--- config.mk ---
export PLATFORM = sky130hd
export DESIGN_NAME = scan_ctrl_flat
export DESIGN_NICKNAME = d
export VERILOG_FILES = /design/src/rtl/scan_ctrl_if.sv /design/src/rtl/scan_ctrl.sv /design/src/flat_wrapper.sv
export SDC_FILE = /design/constraint.sdc
export NUM_CORES = 1
export LEC_CHECK = 0
export BUFFER_PORTS_ARGS = -buffer_cell sky130_fd_sc_hd__buf_2
export CAP_MARGIN = 40
export CORE_UTILIZATION = 51
export DETAILED_ROUTE_END_ITERATION = 7
export PLACE_DENSITY = 0.76
export SLEW_MARGIN = 20
export SYNTH_ARGS = -nofsm -noshare
export SYNTH_HDL_FRONTEND = slang
export SYNTH_SLANG_ARGS = --single-unit
--- constraint.sdc ---
create_clock -name clk -period 2.5 [get_ports clk]
set_input_delay 0.375 -clock clk [delete_from_list [all_inputs] [get_ports clk]]
set_output_delay 0.375 -clock clk [all_outputs]
set_load 0.005 [all_outputs]
--- src/rtl/scan_ctrl_if.sv ---
// Host/DUT-side bundle for scan_ctrl: op request, dump read stream, load write stream and scan pins.
//   op_*    : operation request handshake (op_load_i selects DUMP=0 / LOAD=1)
//   rd_*    : dump words towards the host
//   wr_*    : load words from the host
//   scan_*  : scan chain control and data, dut_run_o freezes the instrumented DUT
//   busy_o / done_o : operation status
// The slave modport is the controller; master is the host/DUT side.
interface scan_ctrl_if #(
  parameter int unsigned WORD_W = 32
);
  logic              op_valid_i;
  logic              op_ready_o;
  logic              op_load_i;
  logic              dut_run_o;
  logic              scan_en_o;
  logic              scan_in_o;
  logic              scan_out_i;
  logic [WORD_W-1:0] rd_data_o;
  logic              rd_valid_o;
  logic              rd_ready_i;
  logic [WORD_W-1:0] wr_data_i;
  logic              wr_valid_i;
  logic              wr_ready_o;
  logic              busy_o;
  logic              done_o;

  modport slave (
    input  op_valid_i, op_load_i, scan_out_i, rd_ready_i, wr_data_i, wr_valid_i,
    output op_ready_o, dut_run_o, scan_en_o, scan_in_o, rd_data_o, rd_valid_o,
           wr_ready_o, busy_o, done_o
  );

  modport master (
    output op_valid_i, op_load_i, scan_out_i, rd_ready_i, wr_data_i, wr_valid_i,
    input  op_ready_o, dut_run_o, scan_en_o, scan_in_o, rd_data_o, rd_valid_o,
           wr_ready_o, busy_o, done_o
  );
endinterface

--- src/rtl/scan_ctrl.sv ---
// Scan chain controller for the instrumented DUT.
//   DUMP freezes the DUT and streams the chain out as WORD_W-bit words while looping the
//   chain back on itself, so the DUT state is unchanged afterwards.
//   LOAD takes words from the host and shifts them in; the first bit shifted ends at the tail.
// Ports:
//   clk  : clock
//   rst  : asynchronous active-high reset
//   bus  : scan_ctrl_if.slave (op request, rd/wr word streams, scan pins, status)
module scan_ctrl #(
  parameter int unsigned CHAIN_LEN = 16,
  parameter int unsigned WORD_W    = 32
) (
  input  logic        clk,
  input  logic        rst,
  scan_ctrl_if.slave  bus
);

  localparam int unsigned CW = $clog2(CHAIN_LEN + 1);
  localparam int unsigned BW = (WORD_W > 1) ? $clog2(WORD_W) : 1;

  typedef enum logic [2:0] {
    IDLE,
    D_SHIFT,
    D_EMIT,
    L_FETCH,
    L_SHIFT,
    DONE
  } state_t;

  state_t            state;
  logic [CW-1:0]     cnt;
  logic [BW-1:0]     bidx;
  logic [WORD_W-1:0] word_q;
  logic [WORD_W-1:0] dump_word;
  logic [CW-1:0]     cnt_inc;
  logic              last_bit;
  logic              word_end;

  // Word being assembled with the current tail bit dropped into its slot.
  always_comb begin
    dump_word       = word_q;
    dump_word[bidx] = bus.scan_out_i;
  end

  assign cnt_inc  = cnt + CW'(1);
  assign last_bit = (cnt_inc == CW'(CHAIN_LEN));
  assign word_end = (bidx == BW'(WORD_W - 1));

  // Loopback keeps the chain intact during DUMP; LOAD feeds the buffer LSB first.
  assign bus.scan_in_o = (state == D_SHIFT) ? bus.scan_out_i :
                         (state == L_SHIFT) ? word_q[0]      : 1'b0;

  // Control FSM; outputs are registered alongside the state they belong to.
  always_ff @(posedge clk or posedge rst) begin
    if (rst) begin
      state          <= IDLE;
      cnt            <= '0;
      bidx           <= '0;
      word_q         <= '0;
      bus.op_ready_o <= 1'b1;
      bus.dut_run_o  <= 1'b1;
      bus.scan_en_o  <= 1'b0;
      bus.rd_data_o  <= '0;
      bus.rd_valid_o <= 1'b0;
      bus.wr_ready_o <= 1'b0;
      bus.busy_o     <= 1'b0;
      bus.done_o     <= 1'b0;
    end else begin
      case (state)
        IDLE: begin
          if (bus.op_valid_i && bus.op_ready_o) begin
            bus.op_ready_o <= 1'b0;
            bus.busy_o     <= 1'b1;
            bus.dut_run_o  <= 1'b0;
            cnt            <= '0;
            bidx           <= '0;
            word_q         <= '0;
            if (bus.op_load_i) begin
              state          <= L_FETCH;
              bus.wr_ready_o <= 1'b1;
            end else begin
              state         <= D_SHIFT;
              bus.scan_en_o <= 1'b1;
            end
          end
        end

        D_SHIFT: begin
          word_q <= dump_word;
          cnt    <= cnt_inc;
          bidx   <= bidx + BW'(1);
          if (word_end || last_bit) begin
            state          <= D_EMIT;
            bus.scan_en_o  <= 1'b0;
            bus.rd_valid_o <= 1'b1;
            bus.rd_data_o  <= dump_word;
          end
        end

        // Hold the word until the host takes it; the chain does not move meanwhile.
        D_EMIT: begin
          if (bus.rd_ready_i) begin
            bus.rd_valid_o <= 1'b0;
            if (cnt == CW'(CHAIN_LEN)) begin
              state      <= DONE;
              bus.done_o <= 1'b1;
            end else begin
              state         <= D_SHIFT;
              bus.scan_en_o <= 1'b1;
              word_q        <= '0;
              bidx          <= '0;
            end
          end
        end

        L_FETCH: begin
          if (bus.wr_valid_i) begin
            state          <= L_SHIFT;
            bus.wr_ready_o <= 1'b0;
            bus.scan_en_o  <= 1'b1;
            word_q         <= bus.wr_data_i;
            bidx           <= '0;
          end
        end

        // Surplus bits of the last word are simply never shifted.
        L_SHIFT: begin
          word_q <= word_q >> 1;
          cnt    <= cnt_inc;
          bidx   <= bidx + BW'(1);
          if (word_end || last_bit) begin
            bus.scan_en_o <= 1'b0;
            if (last_bit) begin
              state      <= DONE;
              bus.done_o <= 1'b1;
            end else begin
              state          <= L_FETCH;
              bus.wr_ready_o <= 1'b1;
            end
          end
        end

        DONE: begin
          state          <= IDLE;
          bus.done_o     <= 1'b0;
          bus.dut_run_o  <= 1'b1;
          bus.op_ready_o <= 1'b1;
          bus.busy_o     <= 1'b0;
          bidx           <= '0;
        end

        default: state <= IDLE;
      endcase
    end
  end

endmodule
--- src/flat_wrapper.sv ---
// flat-port wrapper written by rule: the top's interface ports become plain ports
module scan_ctrl_flat 
#(
  parameter int unsigned CHAIN_LEN = 16,
  parameter int unsigned WORD_W    = 32
)
  (clk, rst, bus_op_valid_i, bus_op_load_i, bus_scan_out_i, bus_rd_ready_i, bus_wr_data_i, bus_wr_valid_i, bus_op_ready_o, bus_dut_run_o, bus_scan_en_o, bus_scan_in_o, bus_rd_data_o, bus_rd_valid_o, bus_wr_ready_o, bus_busy_o, bus_done_o);
  scan_ctrl_if #(.WORD_W(WORD_W)) bus_i ();
  input  logic clk;
  input  logic rst;
  input wire logic [$bits(bus_i.op_valid_i)-1:0] bus_op_valid_i;
  input wire logic [$bits(bus_i.op_load_i)-1:0] bus_op_load_i;
  input wire logic [$bits(bus_i.scan_out_i)-1:0] bus_scan_out_i;
  input wire logic [$bits(bus_i.rd_ready_i)-1:0] bus_rd_ready_i;
  input wire logic [$bits(bus_i.wr_data_i)-1:0] bus_wr_data_i;
  input wire logic [$bits(bus_i.wr_valid_i)-1:0] bus_wr_valid_i;
  output wire logic [$bits(bus_i.op_ready_o)-1:0] bus_op_ready_o;
  output wire logic [$bits(bus_i.dut_run_o)-1:0] bus_dut_run_o;
  output wire logic [$bits(bus_i.scan_en_o)-1:0] bus_scan_en_o;
  output wire logic [$bits(bus_i.scan_in_o)-1:0] bus_scan_in_o;
  output wire logic [$bits(bus_i.rd_data_o)-1:0] bus_rd_data_o;
  output wire logic [$bits(bus_i.rd_valid_o)-1:0] bus_rd_valid_o;
  output wire logic [$bits(bus_i.wr_ready_o)-1:0] bus_wr_ready_o;
  output wire logic [$bits(bus_i.busy_o)-1:0] bus_busy_o;
  output wire logic [$bits(bus_i.done_o)-1:0] bus_done_o;
  assign bus_i.op_valid_i = bus_op_valid_i;
  assign bus_i.op_load_i = bus_op_load_i;
  assign bus_i.scan_out_i = bus_scan_out_i;
  assign bus_i.rd_ready_i = bus_rd_ready_i;
  assign bus_i.wr_data_i = bus_wr_data_i;
  assign bus_i.wr_valid_i = bus_wr_valid_i;
  assign bus_op_ready_o = bus_i.op_ready_o;
  assign bus_dut_run_o = bus_i.dut_run_o;
  assign bus_scan_en_o = bus_i.scan_en_o;
  assign bus_scan_in_o = bus_i.scan_in_o;
  assign bus_rd_data_o = bus_i.rd_data_o;
  assign bus_rd_valid_o = bus_i.rd_valid_o;
  assign bus_wr_ready_o = bus_i.wr_ready_o;
  assign bus_busy_o = bus_i.busy_o;
  assign bus_done_o = bus_i.done_o;
  scan_ctrl #(.CHAIN_LEN(CHAIN_LEN), .WORD_W(WORD_W)) u_core (.clk(clk), .rst(rst), .bus(bus_i));
endmodule
## Word level (Yosys, flattened, before mapping)

Cells that the tools add are included.

- Bits in registers: 83

- Add/sub/neg operators: 2
- $lt $le $gt $ge: 2
- Equal/unequal tests: 20
- Muxes and demuxes: 50
- Reduce and logical (&&, ||, !) cells: 23

Operators by type and width:

| cell | number |
|---|---|
| case mux 32 bit (5 select lines) | 1 |
| 2-to-1 mux 32 bit | 4 |
| bitwise mux 32 bit | 1 |
| case mux 5 bit (5 select lines) | 1 |
| 2-to-1 mux 1 bit | 22 |
| 2-to-1 mux 3 bit | 7 |
| 2-to-1 mux 5 bit | 4 |
| AND reduction 5 bit | 4 |
| != test 2 bit, second input constant | 8 |
| equality test 5 bit, second input constant | 3 |
| case mux 3 bit (5 select lines) | 1 |
| adder 5 x 1 -> 5 bit, second input constant | 2 |
| case mux 5 bit (2 select lines) | 1 |
| nonzero test 5 bit | 2 |
| != test 2 x 1 -> 1 bit, second input constant | 4 |
| AND reduction 7 bit | 1 |
| equality test 3 x 2 -> 1 bit, second input constant | 2 |
| equality test 3 bit, second input constant | 2 |
| < comparator 5 x 6 -> 1 bit, second input constant | 1 |
| case mux 1 bit (2 select lines) | 3 |
| case mux 1 bit (3 select lines) | 2 |
| AND reduction 2 bit | 3 |
| AND reduction 6 bit | 1 |
| nonzero test 2 bit | 3 |
| 12 further kinds | 14 |

## Logic depth before layout (Yosys ltp)

Gate-level depths: netlist (run 1).

- Word-level depth: 6
- Gate-level depth with buffers: 7

## Worst setup path after synthesis (run 1)

Ideal clock, no wire load.

- Kind: register to register
- From: reg u_core.cnt[0]
- To: reg u_core.bus.rd_data_o[0]
- Setup time: 125 ps
- Arrival time: 1949 ps
- Path slack: 426 ps
- Cell stages (with the launch flop): 8
- Clock period less this slack: 2074 ps
- Cells stage by stage: dfrtp_1 > ha_1 > o21ai_0 > a2bb2oi_2 > a31oi_4 > nor2_8 > buf_12 > mux2_4

- Cells in the longest elaborated chain, start to end: 4

Ends and longest elaborated chain:

| what | line | RTL |
|---|---|---|
| start: declaration | scan_ctrl.sv:31 | `logic [CW-1:0] cnt;` |
| start signal: assignment | scan_ctrl.sv:90 | `cnt <= cnt_inc;` |
| start signal: assignment | scan_ctrl.sv:129 | `cnt <= cnt_inc;` |
| adder 5 x 1 -> 5 bit | scan_ctrl.sv:45 | `assign cnt_inc = cnt + CW'(1);` |
| equality test 5 bit | scan_ctrl.sv:46 | `assign last_bit = (cnt_inc == CW'(CHAIN_LEN));` |
| logical OR 1 bit | scan_ctrl.sv:92 | `if (word_end \|\| last_bit) begin` |
| AND reduction 2 bit (no source line) | - |  |
| end signal: assignment | scan_ctrl.sv:96 | `bus.rd_data_o <= dump_word;` |
| end: declaration | scan_ctrl_if.sv:29 | `output op_ready_o, dut_run_o, scan_en_o, scan_in_o, rd_data_o, rd_valid_o,` |

Every way passes these cells.
A chain may end at the register's enable or synchronous reset.

## Worst setup path in the final report (run 1)

- From: reg u_core.state[0]
- To: out bus_scan_in_o

- Cells in the longest elaborated chain, start to end: 3

Ends and longest elaborated chain:

| what | line | RTL |
|---|---|---|
| start: declaration | scan_ctrl.sv:30 | `state_t state;` |
| start signal: assignment | scan_ctrl.sv:56 | `state <= IDLE;` |
| start signal: assignment | scan_ctrl.sv:79 | `state <= L_FETCH;` |
| start signal: assignment | scan_ctrl.sv:82 | `state <= D_SHIFT;` |
| equality test 3 bit | scan_ctrl.sv:51 | `(state == L_SHIFT) ? word_q[0] : 1'b0;` |
| 2-to-1 mux 1 bit | scan_ctrl.sv:51 |  |
| 2-to-1 mux 1 bit * | scan_ctrl.sv:50 | `assign bus.scan_in_o = (state == D_SHIFT) ? bus.scan_out_i :` |
| end: declaration | flat_wrapper.sv:20 | `output wire logic [$bits(bus_i.scan_in_o)-1:0] bus_scan_in_o;` |

Mark *: on every way between the ends. The rest lies on a longest branch, timed or not.

==> metrics.csv, run 1 <==
stage,metric,value,unit
placement,routabilityCongestion,0.9225,
logic_synthesis,async_flop_share,1.000,
route,drt-total-wl,11.22,mm
logic_synthesis,synthFlopType,dfrtp_1,
final_layout,instances_no_fill,626,
timing,fin_crit,2.382,ns
run,cap_violations,0,
timing,fin_crit_sh,0.9530,
worst_setup_path,crit_path_start_kind,flop,
final_layout,drive_above_1_share,0.3476,
clocking,cts.sinks,83,
final_layout,final_util,0.6008,
floorplan,start_util,0.5237,
placement,hpwl,7.508,mm
worst_setup_path,crit_type,flop to primary output,
route,drc,0,
logic_synthesis,syn_nets,486,
floorplan,row_count,35,
timing,skew,0.009545,ns
power_and_ir_drop,p_leak,0.002811,uW
logic_synthesis,ys_ff_latch,83,
power_and_ir_drop,power_frac_clock,0.436,
floorplan,dieArea,9790,um^2
timing,fmax,419.7,MHz
route,post_drt_wl_per_cell,17.92,um
power_and_ir_drop,intPower,1965,uW
clocking,clk_pin_slew_worst_paths,0.08,ns
logic_synthesis,synth-edff-count,0,
worst_setup_path,critPathMaxStageDelay,0.76,ns
power_and_ir_drop,powerDensity,457.4,nW/um^2
worst_setup_path,critPathArrivalTime,2.01,ns
route,dr.pass1.iters,4,
worst_setup_path,path_buf_inv,1,
route,drt-initial-drc-count,311,
global_routing,grt_max_degree,84,
worst_setup_path,cp_max_fo,22,
logic_synthesis,yosys_warnings,0,
power_and_ir_drop,swShare,0.2187,
timing,finalSetupViolations,0,
global_routing,grt_pass1_wl,18.28,mm
worst_setup_path,endpoint_kind,primary output,
final_layout,antennaDiodeCount,0,
clocking,cts_hold_buf,0,
final_layout,nets,557,
global_routing,grt_pass1_vias,3627,
logic_synthesis,synthCells,439,
floorplan,die_x,98.95,um
logic_synthesis,syn_area,4793,um^2
route,avgViaCountPerCell,5.875,
status,status,"complete, no violations",
clocking,cts_max_level,3,
route,antenna_left,0,
clocking,cts-root-buf,clkbuf_8,
placement,port-buffer-count,78,
power_and_ir_drop,switchingPower,550.1,uW
timing,finalHoldViolCount,0,
floorplan,ioPinCount,79,
timing,slew_viol_final,0,
placement,dp_cells,610,
power_and_ir_drop,power.share.sequential,0.533,
floorplan,fp.coreArea,9153,um^2
clocking,cts_resized,0,
logic_synthesis,seq_area_frac_synth,0.4336,
global_routing,grt_util_all_layers,0.2387,
logic_synthesis,yosysUniqueCellTypes,51,
clocking,cts_buffers,9,
placement,pre_cts_slack,0.1766,ns
global_routing,grt.overflow.total,0,
clocking,insertion_delay,0.37,ns
clocking,post_cts_buffers,0,
power_and_ir_drop,p_comb_frac,0.031,
worst_setup_path,crit_required,2.12,ns
logic_synthesis,syn_avg_cell_area,10.92,um^2
timing,slew_headroom,0.4495,
power_and_ir_drop,vdd_ir_drop_max,0.3328,mV
worst_setup_path,critPathSlowestCell,dfrtp_1,
worst_setup_path,crit_chain,"nor2b_1, nand2_1, a21oi_1, buf_2",
global_routing,antenna_found_initial,0,
route,routed-via-count,3678,
worst_setup_path,critPathTopFamily,flip-flops,
timing,rsz0062_at_grt,no,
timing,tightest_slew,0.8171,ns
clocking,cts_tree,yes,
floorplan,die_h,98.95,um
timing,fin_tns_setup,0,ns
clocking,clk_path_buf_depth,2,
final_layout,syn2layout_area_growth,14.72,%
hold_path,min_path_type,input port to asynchronous set/reset pin,
timing,worst_slack,0.1176,ns
-- power groups by stage --
stage	logic (uW)	clock network, uW	registers (uW)
6_report	77.5	1100	1340
3_5_place_dp	79.1	0	1370
4_1_cts	79.5	1110	1340
5_1_grt	86.4	1170	1340
2_1_floorplan	30.1	0	1370
3_3_place_gp	78.5	0	1370
-- worst paths after layout --
check                      depth (start not counted)  slack (ns)                       end                startpoint
max                                                4        0.12             bus_scan_in_o           u_core.state[0]
min                                                3        0.11   u_core.bus.rd_data_o[1]                       rst
max reg2reg                                        7        0.14   u_core.bus.rd_data_o[9]             u_core.cnt[0]
min reg2reg                                        1        0.51  u_core.bus.rd_data_o[24]  u_core.bus.rd_data_o[24]
max in group asynchronous                          3        2.00     u_core.bus.op_ready_o                       rst
min in group clk                                   3        0.29         u_core.word_q[21]         bus_wr_data_i[21]
-- state kept, by name (all words and copies together), names as in the netlist --
register               flops
u_core.bidx                5
u_core.bus.busy_o          1
u_core.bus.done_o          1
u_core.bus.op_ready_o      1
u_core.bus.rd_data_o      32
u_core.bus.rd_valid_o      1
u_core.bus.scan_en_o       1
u_core.bus.wr_ready_o      1
u_core.cnt                 5
u_core.state               3
u_core.word_q             32
-- kinds of logic after synthesis --
group,Yosys count,share of synthesized area
xor gates and xnor gates,1,0.001828
AOI/OAI and AO/OA,122,0.1694
and+or+nand+nor,92,0.09345
muxes,94,0.2362
buffers and inverters,39,0.04463
adders and majority gates,8,0.02088
DFF,83,0.4336
-- placed cells by master, fill, tap and decap left out, drive strengths merged, types with 6 or more instances in the layout --
master	netlist	routed
buf	10	89
mux2i	31	31
mux2	63	63
nand3	6	6
inv	10	10
o21ai	48	48
clkbuf	19	11
nand2b	9	9
nand2	21	21
nor2	39	39
a21oi	12	12
dfrtp	82	82
a22oi	31	31
ha	8	8
o31ai	6	6
-- synth_stat cells (3+ instances only) --
| master | n | area [um^2] |
|---|---|---|
| dfrtp_1 | 82 | 2052 |
| a31oi_1 | 3 | 18.77 |
| a21oi_1 | 12 | 60.06 |
| mux2_2 | 33 | 371.6 |
| a22o_1 | 3 | 26.28 |
| o21ai_0 | 48 | 240.2 |
| nor2_1 | 38 | 142.6 |
| o31ai_1 | 6 | 45.04 |
| a22oi_1 | 31 | 232.7 |
| nand3_1 | 6 | 30.03 |
| buf_12 | 3 | 60.06 |
| ha_1 | 8 | 100.1 |
| nand2_1 | 21 | 78.83 |
| mux2i_1 | 31 | 310.3 |
| nor2b_1 | 4 | 25.02 |
| inv_1 | 9 | 33.78 |
| mux2_4 | 30 | 450.4 |
| nand2b_1 | 9 | 56.30 |
| clkbuf_1 | 18 | 67.56 |
| and3_1 | 3 | 18.77 |
| buf_2 | 4 | 20.02 |
-- tightest hold or removal path: stages --
cell and delay (ns):
buf_2 0.11, clkinvlp_4 0.07, buf_12 0.34
-- area by class of cell --
cell class                 instances  area [um^2]
clock buffer                      11        141.4
clock inverter                     5        85.08
fill                             768         3654
inverter                          10        41.29
multi-input combinational        317         2504
sequential                        83         2078
tap                              111        138.9
timing repair buffer              89        510.5
-- metrics by stage --
| stage | instance area [um^2] | total power (uW) | hold WS, ns |
|---|---|---|---|
| after global placement | 5273 | 1446 | 0.4763 |
| after detailed placement | 5273 | 1447 | 0.4895 |
| final | 5499 | 2515 | 0.1101 |
| after CTS | 5499 | 2533 | 0.1418 |
| after global routing | 5499 | 2597 | 0.1456 |
| after floorplan | 4797 | 1398 | 0.4573 |
-- per-layer routing --
metal,global-route usage,up-vias,part of all wire
li1,-,1741,-
met1,0.3375,1798,0.47
met2,0.3728,123,0.46
met3,0.03901,16,0.047
met4,0.08381,0,0.018
met5,0,-,0
Note: power is estimated with default switching activity, not from simulation.
==> run 2: changes to the inputs <==
- SETUP_SLACK_MARGIN: not set -> 0.2
==> run 2 against run 1 <==
- largest cell class unchanged
- total power about the same
- sequential cell count unchanged
- critical endpoint is now u_core.bus.rd_data_o[14]
- final cell count up 0.48%
- critical path type is now flop to flop
- first-iteration DRC count up 12%
- die area unchanged
- sequential share of layout area down 0.17 points
- critical path depth up 3
- final area up 0.50%
- register-to-register slack better by 0.17 ns
==> metrics.csv, run 2 (synthesis gave the netlist of run 1 again) <==
stage,metric,value,unit
worst_setup_path,crit_required,2.76,ns
placement,routabilityCongestion,0.9225,
floorplan,start_util,0.5237,
power_and_ir_drop,vdd_ir_drop_max,0.3328,mV
worst_setup_path,critPathMaxStageDelay,0.45,ns
timing,rsz0062_at_grt,no,
placement,hpwl,7.508,mm
timing,skew,0.009763,ns
timing,fin_tns_setup,0,ns
floorplan,row_count,35,
timing,finalHoldViolCount,0,
route,post_drt_wl_per_cell,17.97,um
run,cap_violations,0,
worst_setup_path,crit_path_start_kind,flop,
global_routing,use_met3,0.03901,
timing,slew_headroom,0.4490,
global_routing,grt.overflow.total,0,
global_routing,use_met1,0.3380,
clocking,cts_tree,yes,
clocking,clk_pin_slew_worst_paths,0.09,ns
worst_setup_path,cp_max_fo,19,
floorplan,dieArea,9790,um^2
route,antenna_left,0,
final_layout,layout_common_cells,"81 x dfrtp_1, 78 x buf_2, 47 x o21ai_0, 37 x nor2_1, 33 x mux2_2",
floorplan,die_x,98.95,um
clocking,cts_max_level,3,
timing,fin_crit,2.190,ns
clocking,insertion_delay,0.36,ns
timing,slew_viol_final,0,
route,drt-initial-drc-count,349,
worst_setup_path,endpoint_kind,flop,
global_routing,antenna_found_initial,0,
route,avgViaCountPerCell,5.940,
placement,port-buffer-count,78,
floorplan,fp.coreArea,9153,um^2
global_routing,grt_max_degree,84,
global_routing,grt_pass1_vias,3639,
clocking,cts_buffers,9,
worst_setup_path,critPathSlowestCell,dfrtp_1,
worst_setup_path,critPathTopFamily,compound AO/OA/AOI/OAI gates,
global_routing,grtUsageMet2,0.3749,
global_routing,grt_pass1_wl,18.34,mm
final_layout,final_common_cell,dfrtp_1,
final_layout,drive_above_1_share,0.3533,
final_layout,syn2layout_area_growth,15.30,%
clocking,clk_path_buf_depth,2,
global_routing,grt_util_all_layers,0.2395,
power_and_ir_drop,powerDensity,454.7,nW/um^2
floorplan,die_h,98.95,um
status,status,"complete, no violations",
timing,worst_slack,0.3099,ns
route,drc,0,
clocking,cts-root-buf,clkbuf_8,
final_layout,reg_top3,"u_core.bus.rd_data_o: 32 flops, u_core.word_q: 32 flops",
worst_setup_path,crit_chain,"ha_1, o21ai_0, a2bb2oi_2, a31oi_4, nor2_8, buf_12, mux2_2",
worst_setup_path,crit_type,flop to flop,
floorplan,ioPinCount,79,
worst_setup_path,critPathArrivalTime,2.45,ns
timing,fmax,456.6,MHz
final_layout,fill_cells,767,
hold_path,min_path_type,input port to asynchronous set/reset pin,
route,dr.pass1.iters,5,
route,routed-via-count,3736,
timing,finalSetupViolations,0,
final_layout,antennaDiodeCount,0,
global_routing,top_usage_layer,met2,
placement,pre_cts_slack,0.1766,ns
power_and_ir_drop,p_leak,0.002825,uW
final_layout,nets,560,
timing,fin_crit_sh,0.8760,
worst_setup_path,path_buf_inv,1,
clocking,cts.sinks,83,
timing,tightest_slew,0.8178,ns
route,drt-total-wl,11.31,mm
-- run 2: per-stage QoR --
stage	instance area [um^2]	util	cells	total power [uW]	hold WS, ns
after floorplan	4797	-	439	1398	0.4573
after global placement	5273	0.5761	610	1446	0.4763
after detailed placement	5273	0.5761	610	1447	0.4895
after CTS	5508	0.6018	627	2533	0.1417
after global routing	5527	0.6038	629	2597	0.1456
final	5527	0.6038	629	2513	0.1118
-- run 2: layout make-up --
cell class / instances / area [um^2] / area share
well taps: 111 / 138.9 / 0.02513
clock buffers: 11 / 141.4 / 0.02558
flip-flops and latches: 83 / 2079 / 0.3763
repair buffers: 92 / 536.8 / 0.09712
multi-input cells: 317 / 2504 / 0.4530
clock inverters: 5 / 85.08 / 0.01540
inverters: 10 / 41.29 / 0.007471
-- run 2: tightest hold or removal path, cell delays in order --
cell and delay, ns:
buf_2 0.11, clkinvlp_4 0.07, buf_12 0.34
-- run 2: power by group --
| group | switching (uW) | leakage (uW) | internal (uW) |
|---|---|---|---|
| Combinational | 49.2 | 0.00161 | 28.3 |
| Clock | 499 | 0.000110 | 596 |
| Sequential | 0.000000122 | 0.00110 | 1340 |
| Total | 548 | 0.00283 | 1960 |
-- run 2: layer usage --
metal	vias up	wire (um)	share of wire
li1	1748	-	-
met1	1825	5138	0.45
met2	147	5270	0.47
met3	16	693	0.061
met4	0	203	0.018
met5	-	0	0
-- run 2: path summary, 6_finish.rpt --
check,from,endpoint,slack (ns),depth (start not counted)
hold / removal,rst,u_core.bus.rd_data_o[1],0.11,3
setup reg to reg,u_core.cnt[0],u_core.bus.rd_data_o[14],0.31,7
max in group asynchronous,rst,u_core.bus.op_ready_o,1.99,3
hold reg to reg,u_core.bus.rd_data_o[24],u_core.bus.rd_data_o[24],0.51,1
setup / recovery,u_core.cnt[0],u_core.bus.rd_data_o[14],0.31,7
min in group clk,bus_wr_data_i[21],u_core.word_q[21],0.30,3
-- run 2: repair_timing --
action	in CTS	in global routing
endpoints found under the setup margin	13	20
gates resized for setup	1	1
hold buffers	0	0
pin swaps	1	2
setup buffers	1	2
==> run 3: changes to the inputs <==
- CTS_BUF_LIST: not set -> sky130_fd_sc_hd__clkbuf_8 sky130_fd_sc_hd__clkbuf_16
==> run 3 against run 2 <==
- via count is 0.27% higher
- global-route usage unchanged
- first-iteration DRC count did not move
- critical path type is now flop to primary output
- final area unchanged
==> metrics.csv, run 3 (synthesis gave the netlist of run 1 again) <==
stage,metric,value,unit
worst_setup_path,cp_max_fo,18,
final_layout,nets,560,
final_layout,instances_no_fill,629,
route,drt-initial-drc-count,349,
timing,fin_crit_sh,0.8813,
clocking,insertion_delay,0.37,ns
clocking,cts_hold_buf,0,
timing,holdWs,0.1155,ns
hold_path,min_path_type,input port to asynchronous set/reset pin,
worst_setup_path,reg2regPathDepth,7,
global_routing,grt_util_all_layers,0.2395,
final_layout,syn2layout_area_growth,15.30,%
clocking,clk_pin_slew_worst_paths,0.09,ns
placement,pre_cts_slack,0.1766,ns
final_layout,fill_cells,767,
final_layout,reg_top3,"u_core.bus.rd_data_o: 32 flops, u_core.word_q: 32 flops",
timing,worst_slack,0.2968,ns
route,routed-via-count,3746,
worst_setup_path,crit_path_start,u_core.state[2],
route,drc,0,
placement,dp_cells,610,
worst_setup_path,crit_type,flop to primary output,
worst_setup_path,endpoint_kind,primary output,
timing,slew_headroom,0.4459,
floorplan,dieArea,9790,um^2
timing,fmax,453.9,MHz
floorplan,die_x,98.95,um
status,status,"complete, no violations",
floorplan,row_count,35,
power_and_ir_drop,vdd_ir_drop_max,0.3329,mV
worst_setup_path,crit_required,2.12,ns
clocking,clk_path_buf_depth,2,
floorplan,ioPinCount,79,
final_layout,final_common_cell,dfrtp_1,
timing,rsz0062_at_grt,no,
route,dr.pass1.iters,6,
power_and_ir_drop,p_leak,0.002830,uW
global_routing,grt.overflow.total,0,
final_layout,antennaDiodeCount,0,
placement,hpwl,7.508,mm
run,cap_violations,0,
timing,slew_viol_final,0,
timing,fin_crit,2.203,ns
power_and_ir_drop,total_power,2510,uW
timing,fin_tns_setup,0,ns
worst_setup_path,reg2reg_from,u_core.cnt[0],
floorplan,fp.coreArea,9153,um^2
clocking,cts_tree,yes,
power_and_ir_drop,powerDensity,454.2,nW/um^2
global_routing,grt_max_degree,84,
clocking,cts_buffers,9,
placement,port-buffer-count,78,
global_routing,grt_pass1_vias,3639,
global_routing,antenna_found_initial,0,
global_routing,grt_pass1_wl,18.34,mm
route,antenna_left,0,
timing,tightest_slew,0.8224,ns
clocking,cts_max_level,3,
floorplan,start_util,0.5237,
worst_setup_path,crit_path_start_kind,flop,
timing,finalHoldViolCount,0,
final_layout,layout_common_cells,"81 x dfrtp_1, 78 x buf_2, 47 x o21ai_0, 37 x nor2_1, 33 x mux2_2",
clocking,cts.sinks,83,
worst_setup_path,critPathArrivalTime,1.83,ns
route,avgViaCountPerCell,5.955,
timing,skew,0.01005,ns
floorplan,die_h,98.95,um
clocking,cts-root-buf,clkbuf_8,
placement,routabilityCongestion,0.9225,
route,post_drt_wl_per_cell,18.04,um
final_layout,drive_above_1_share,0.3533,
route,drt-total-wl,11.35,mm
timing,finalSetupViolations,0,
run 3: timing repair:
action,in CTS,in global routing
setup endpoints to repair,13,20
cloned,0,0
resized for setup,1,1
buffers inserted,1,2
pin swaps,1,2
run 3: layout make-up:
type                    instances  area, um^2  area share
clock buffers                  10       137.6     0.02490
multi-input cells             317        2504      0.4530
repair buffers                 92       536.8     0.09712
inverters                      10       41.29    0.007471
well taps                     111       138.9     0.02513
flip-flops and latches         83        2079      0.3763
clock inverters                 6       88.84     0.01607
run 3: per-stage QoR:
step,util,cell area [um^2]
4_1_cts,0.6018,5508
5_1_grt,0.6038,5527
2_1_floorplan,-,4797
3_3_place_gp,0.5761,5273
3_5_place_dp,0.5761,5273
6_report,0.6038,5527
run 3: worst paths after layout:
path / to / slack, ns
worst max-delay path: bus_scan_in_o / 0.30
worst min-delay path: u_core.bus.rd_data_o[3] / 0.12
worst max register to register: u_core.bus.rd_data_o[14] / 0.31
worst min register to register: u_core.bus.rd_data_o[24] / 0.51
max in group asynchronous: u_core.bus.op_ready_o / 1.99
min in group clk: u_core.word_q[21] / 0.30
run 3: per-layer routing:
metal / share of wire / global-route usage / wire length [um]
met1: 0.45 / 0.3380 / 5135
met2: 0.47 / 0.3749 / 5305
met3: 0.062 / 0.03901 / 705
met4: 0.018 / 0.08381 / 203
met5: 0 / 0 / 0
run 3: critical path: stages (launching register included):
cell     delay (ns)
dfrtp_1        0.59
nor2b_1        0.39
nand2_1        0.09
a21oi_1        0.23
buf_2          0.15
run 3: where the power goes:
group          switching [uW]  leakage [uW]  internal [uW]
sequential        0.000000121       0.00110           1340
combinational            49.2       0.00161           28.3
clock                     500      0.000114            591
